--- config.mk ---
export PLATFORM = sky130hd
export DESIGN_NAME = ctrl_decode_pipe
export DESIGN_NICKNAME = d
export VERILOG_FILES = /design/src/rtl/ctrl_pkg.sv /design/src/rtl/ctrl_decode.sv /design/src/rtl/ctrl_decode_pipe.sv
export SDC_FILE = /design/constraint.sdc
export NUM_CORES = 1
export LEC_CHECK = 0
export ABC_AREA = 1
export CORE_UTILIZATION = 30
export DETAILED_ROUTE_END_ITERATION = 8
export DONT_BUFFER_PORTS = 1
export PLACE_DENSITY = 0.52
export REMOVE_ABC_BUFFERS = 1
export SLEW_MARGIN = 20
export SYNTH_ARGS = -nofsm -noshare
export SYNTH_HDL_FRONTEND = slang
export SYNTH_SLANG_ARGS = --single-unit
--- constraint.sdc ---
create_clock -name clk -period 1.7 [get_ports clk]
set_input_delay 0.51 -clock clk [delete_from_list [all_inputs] [get_ports clk]]
set_output_delay 0.51 -clock clk [all_outputs]
set_load 0.05 [all_outputs]
--- src/rtl/ctrl_pkg.sv ---
// Shared control-decode definitions: funct codes, ALU select codes, occupancy states, control word.
// Latency: n/a (types and constants only).
// Backpressure: n/a.
package ctrl_pkg;

    // R-type function codes
    localparam logic [5:0] FN_ADD = 6'b100000;
    localparam logic [5:0] FN_SUB = 6'b100010;
    localparam logic [5:0] FN_AND = 6'b100100;
    localparam logic [5:0] FN_OR  = 6'b100101;
    localparam logic [5:0] FN_SLL = 6'b000000;
    localparam logic [5:0] FN_SRL = 6'b000001;

    // ALU operation selects (base 3-bit encoding)
    localparam logic [2:0] ALU_ADD = 3'd2;
    localparam logic [2:0] ALU_SUB = 3'd6;
    localparam logic [2:0] ALU_AND = 3'd0;
    localparam logic [2:0] ALU_OR  = 3'd1;
    localparam logic [2:0] ALU_SLL = 3'd3;
    localparam logic [2:0] ALU_SRL = 3'd4;

    localparam logic [5:0] OP_NOP = 6'd0;

    // The control word carries the base 3-bit ALU select; wider consumers zero-extend it.
    typedef struct packed {
        logic       reg_write;
        logic       alu_to_reg;
        logic       alu_op;
        logic [2:0] alu_cntrl;
        logic       illegal;
    } ctrl_word_t;

    // Skid-buffer occupancy: ONE means only the output register holds an entry.
    typedef enum logic [1:0] {
        ST_EMPTY = 2'd0,
        ST_ONE   = 2'd1,
        ST_TWO   = 2'd2
    } occ_t;

endpackage

--- src/rtl/ctrl_decode.sv ---
// Combinational opcode/fn_code decoder producing a ctrl_word_t; flags undefined encodings as illegal.
// Latency: 0 cycles (pure combinational).
// Backpressure: none; ports are opcode, fn_code in and word out.
module ctrl_decode
    import ctrl_pkg::*;
#(
    parameter int              OP_W     = 6,
    parameter int              FN_W     = 6,
    parameter logic [OP_W-1:0] RTYPE_OP = '1
) (
    input  logic [OP_W-1:0] opcode,
    input  logic [FN_W-1:0] fn_code,
    output ctrl_word_t      word
);

    ctrl_word_t illegal_word;

    always_comb begin
        illegal_word         = '0;
        illegal_word.illegal = 1'b1;
    end

    always_comb begin
        word = '0;
        if (opcode == RTYPE_OP) begin
            word.reg_write  = 1'b1;
            word.alu_to_reg = 1'b1;
            word.alu_op     = 1'b1;
            case (fn_code)
                FN_W'(FN_ADD): word.alu_cntrl = ALU_ADD;
                FN_W'(FN_SUB): word.alu_cntrl = ALU_SUB;
                FN_W'(FN_AND): word.alu_cntrl = ALU_AND;
                FN_W'(FN_OR):  word.alu_cntrl = ALU_OR;
                FN_W'(FN_SLL): word.alu_cntrl = ALU_SLL;
                FN_W'(FN_SRL): word.alu_cntrl = ALU_SRL;
                default:       word = illegal_word;
            endcase
        end else if (opcode == OP_W'(OP_NOP)) begin
            word = '0;
        end else begin
            word = illegal_word;
        end
    end

endmodule

--- src/rtl/ctrl_decode_pipe.sv ---
// Registered control decoder: valid/ready in, 2-entry skid buffer out, flush, saturating illegal counter.
// Latency: 1 cycle from input transfer to out_valid when the output register is empty or draining.
// Backpressure: in_ready = skid register empty (registered, no combinational path from out_ready).
// Ports: in_valid/in_ready/opcode/fn_code upstream; out_valid/out_ready and decoded controls downstream;
//        flush discards held entries; ill_count counts accepted illegal instructions (not cleared by flush).
module ctrl_decode_pipe
    import ctrl_pkg::*;
#(
    parameter int              OP_W     = 6,
    parameter int              FN_W     = 6,
    parameter int              ALU_CW   = 3,
    parameter logic [OP_W-1:0] RTYPE_OP = 6'b111111,
    parameter int              CNT_W    = 8
) (
    input  logic              clk,
    input  logic              rst_n,
    input  logic              in_valid,
    output logic              in_ready,
    input  logic [OP_W-1:0]   opcode,
    input  logic [FN_W-1:0]   fn_code,
    input  logic              flush,
    output logic              out_valid,
    input  logic              out_ready,
    output logic              reg_write,
    output logic              alu_to_reg,
    output logic              alu_op,
    output logic [ALU_CW-1:0] alu_cntrl,
    output logic              illegal,
    output logic [CNT_W-1:0]  ill_count
);

    ctrl_word_t         dec_word;
    ctrl_word_t         out_q, out_d;
    ctrl_word_t         skid_q, skid_d;
    occ_t               state_q, state_d;
    logic               accept;
    logic               drain;
    logic [CNT_W-1:0]   cnt_q;

    ctrl_decode #(
        .OP_W     (OP_W),
        .FN_W     (FN_W),
        .RTYPE_OP (RTYPE_OP)
    ) u_decode (
        .opcode  (opcode),
        .fn_code (fn_code),
        .word    (dec_word)
    );

    // Both handshake signals come straight from the state register.
    assign in_ready  = (state_q != ST_TWO);
    assign out_valid = (state_q != ST_EMPTY);
    assign accept    = in_valid && in_ready;
    assign drain     = out_valid && out_ready;

    always_comb begin
        state_d = state_q;
        out_d   = out_q;
        skid_d  = skid_q;
        if (flush) begin
            // Flush wins over any same-cycle accept or drain.
            state_d = ST_EMPTY;
            out_d   = '0;
            skid_d  = '0;
        end else begin
            case (state_q)
                ST_EMPTY: begin
                    if (accept) begin
                        state_d = ST_ONE;
                        out_d   = dec_word;
                    end
                end
                ST_ONE: begin
                    if (accept && drain) begin
                        out_d = dec_word;
                    end else if (accept) begin
                        state_d = ST_TWO;
                        skid_d  = dec_word;
                    end else if (drain) begin
                        state_d = ST_EMPTY;
                    end
                end
                ST_TWO: begin
                    // in_ready is low here, so only a drain can happen.
                    if (drain) begin
                        state_d = ST_ONE;
                        out_d   = skid_q;
                    end
                end
                default: begin
                    state_d = ST_EMPTY;
                end
            endcase
        end
    end

    always_ff @(posedge clk or negedge rst_n) begin
        if (!rst_n) begin
            state_q <= ST_EMPTY;
            out_q   <= '0;
            skid_q  <= '0;
        end else begin
            state_q <= state_d;
            out_q   <= out_d;
            skid_q  <= skid_d;
        end
    end

    always_ff @(posedge clk or negedge rst_n) begin
        if (!rst_n) begin
            cnt_q <= '0;
        end else if (accept && !flush && dec_word.illegal && (cnt_q != {CNT_W{1'b1}})) begin
            cnt_q <= cnt_q + CNT_W'(1);
        end
    end

    assign reg_write  = out_q.reg_write;
    assign alu_to_reg = out_q.alu_to_reg;
    assign alu_op     = out_q.alu_op;
    assign alu_cntrl  = ALU_CW'(out_q.alu_cntrl);
    assign illegal    = out_q.illegal;
    assign ill_count  = cnt_q;

endmodule
==> impl_metrics.toml <==
[detailed_routing]
routedWlPerCell_um = 11.93
dr.pass1.iters = 4
drc = 0
num_vias = 1144
drtAntennaViolNets = 0
avgViaCountPerCell = 4.974
routed_wl_um = 2745
first_iter_violations = 109

[yosys]
synth_compound_area_share_pct = 6.897
synthMuxAreaShare_pct = 0
synth_top_family_by_area = "simple AND/OR/NAND/NOR gates"
seq_area_frac_synth_pct = 40.57
synth_cells = 171
synth_xor_area_share_pct = 2.840
ys_ff_latch = 20
synthAdderAreaFrac_pct = 1.014
ys_warn_count = 0
synth_cell_types = 25
syn_area_sq_um = 1234
avgSynthCellArea_sq_um = 7.215
synthSimpleGateAreaFrac_pct = 41.89

[power]
leakage_nw = 0.7395
p_per_area_nw_per_um2 = 981.1
peakVddDrop_v = 0.0002978

[cts]
clkTransAtPathRegs_ps = 70
clock_path_buffers = 2
clock_latency_ps = 250
cts_made_buffers = 3
clockRootBuffer = "clkbuf_8"
cts_sinks = 20
htree_levels = 1
cts_tree = "done"

[timing]
finalHoldViolCount = 0
slew-limit-headroom_pct = 66.77
fin_crit_sh_pct = 95.53
setup_viol = 0
finalCriticalPeriod_ps = 1624
timing.final.ws_setup_ps = 75.96
final-max-slew-violation-count = 0
timing.fmax_ghz = 0.6157
skew_ps = 1.934
rsz0062_at_grt = "no"
hold_ws_ps = 192.6
tightestPinTransition_ps = 498.4

[floorplan]
num_rows = 22
floorplan.core_area_sq_um = 3799
die_area_sq_um = 4373
ios = 34
die_h_um = 66.13
initial_core_util_pct = 32.48
dieWidth_um = 66.13

[critical_path]
critPathSlowestCell = "dfrtp_2"
worst-path-buf-inv = 2
end_kind = "output pin"
reg2regPathDepth = 9
r2r_start = "ill_count[0]"
reg2reg_to = "ill_count[5]"
worstSetupStartpointType = "register"
worstPathRequired_ps = 1190
critPathTopFamily = "flip-flops"
critPathMaxFanout = 10
arrival_ps = 1110
crit_type = "reg -> out"
crit_path_cell_trace = "nor2_4 > inv_1 > buf_8"
r2r_slack_ps = 200
slowest_delay_ps = 450

[finish]
num-fill-cells = 414
drive_above_1_share_pct = 17.03
areaGrowthSynthToFinish_pct = 15.31
instances_no_fill = 230
final_common_cell = "nand2_1"
layout.nets = 202
antenna_cells = 0
final_cell_mix = "nand2_1, nor2_1, dfrtp_1"
largest_reg_flops = 8

[placement]
port_buffers = 0
pre_cts_ws_ps = 49.37
place_congestion = 0.7808
post-place-cells = 226
hpwl_um = 2135

[global_route]
antenna_found_initial = 0
grt_overflow = 0
grt_pass1_wl_um = 4685
grt_pass1_vias = 1056
grt_start_max_net_pins = 21
grtUsageTotal_pct = 14.02

[run_status]
status = "complete, no violations"

[flow_run]
max-cap-violations = 0

[hold_path]
hold_class = "in -> async"
-- metrics by stage --
stage | setup TNS (ps) | power, mW | instance area, sq um | util [%]
finish | 0 | 1.396 | 1423 | 37.45
global placement | 0 | 1.080 | 1358 | 35.74
CTS | 0 | 1.410 | 1411 | 37.15
floorplan | -583.6 | 0.9564 | 1202 | -
detailed placement | 0 | 1.083 | 1358 | 35.74
global route | 0 | 1.476 | 1423 | 37.45
-- synth_stat cells, drive strengths merged --
cell type | number | area, sq um
o221ai | 1 | 8.760
nand3 | 16 | 90.09
buf | 4 | 31.27
nand3b | 1 | 7.510
xor2 | 1 | 8.760
o31ai | 1 | 7.510
o21ai | 13 | 68.82
ha | 1 | 12.51
nand4 | 9 | 62.56
nor2 | 26 | 112.6
xnor2 | 3 | 26.28
dfrtp | 20 | 500.5
nand2 | 60 | 227.7
inv | 14 | 52.55
nor3 | 1 | 16.27
-- layer usage --
| layer | global-route usage [%] | part of all wire (%) | vias to the layer above |
|---|---|---|---|
| met5 | 0 | 0 | - |
| met4 | 2.926 | 0.62 | 0 |
| met3 | 4.828 | 5.2 | 5 |
| met2 | 23.98 | 49 | 25 |
| met1 | 16.88 | 46 | 532 |
| li1 | - | - | 582 |
-- worst max path at each step --
stage | start | endpoint | cells after the start
2_1_floorplan | state_q[1] | ill_count[6] | 8
3_3_place_gp | fn_code[1] | ill_count[1] | 10
3_5_place_dp | fn_code[1] | ill_count[1] | 10
4_1_cts | state_q[0] | out_valid | 2
5_1_grt | state_q[1] | in_ready | 4
6_report | state_q[0] | in_ready | 3
-- worst reg2reg max path, stage by stage, from the launching register on --
cell and delay, ps:
dfrtp_1 420, ha_1 220, nand2_1 60, inv_1 80, nand4_2 200, nand2_1 70
nor2_1 130, nand3_1 90, nand2_1 70, nand2_1 50
-- cell families after synthesis --
| group | count (synthesis) |
|---|---|
| DFF | 20 |
| and+or+nand+nor | 113 |
| adders and majority gates | 1 |
| buffers and inverters | 18 |
| AOI/OAI and AO/OA | 15 |
| xor gates and xnor gates | 4 |
-- power by group --
part / leakage (nW) / internal, mW / total [mW] / switching [mW]
logic: 0.449 / 0.139 / 0.487 / 0.348
registers: 0.269 / 0.531 / 0.602 / 0.0710
clock network: 0.0216 / 0.158 / 0.307 / 0.150
total: 0.739 / 0.828 / 1.40 / 0.568
-- area by class of cell --
cell class | instances | area, sq um | area share (%)
Clock buffer | 3 | 41.29 | 2.902
Inverter | 14 | 52.55 | 3.694
Multi-Input combinational cell | 133 | 659.4 | 46.35
Sequential cell | 20 | 501.7 | 35.27
Tap cell | 48 | 60.06 | 4.222
Timing Repair Buffer | 12 | 107.6 | 7.564
-- repair_timing --
action                                  4_1_cts  5_1_grt
endpoints found under the setup margin        1        2
gates resized for setup                       1        6
hold buffers                                  1        0
pin swaps                                     0        0
endpoints found under the hold margin        20        0
setup buffers                                 0        0
gates cloned                                  0        0
Note: power is estimated with default switching activity, not from simulation.
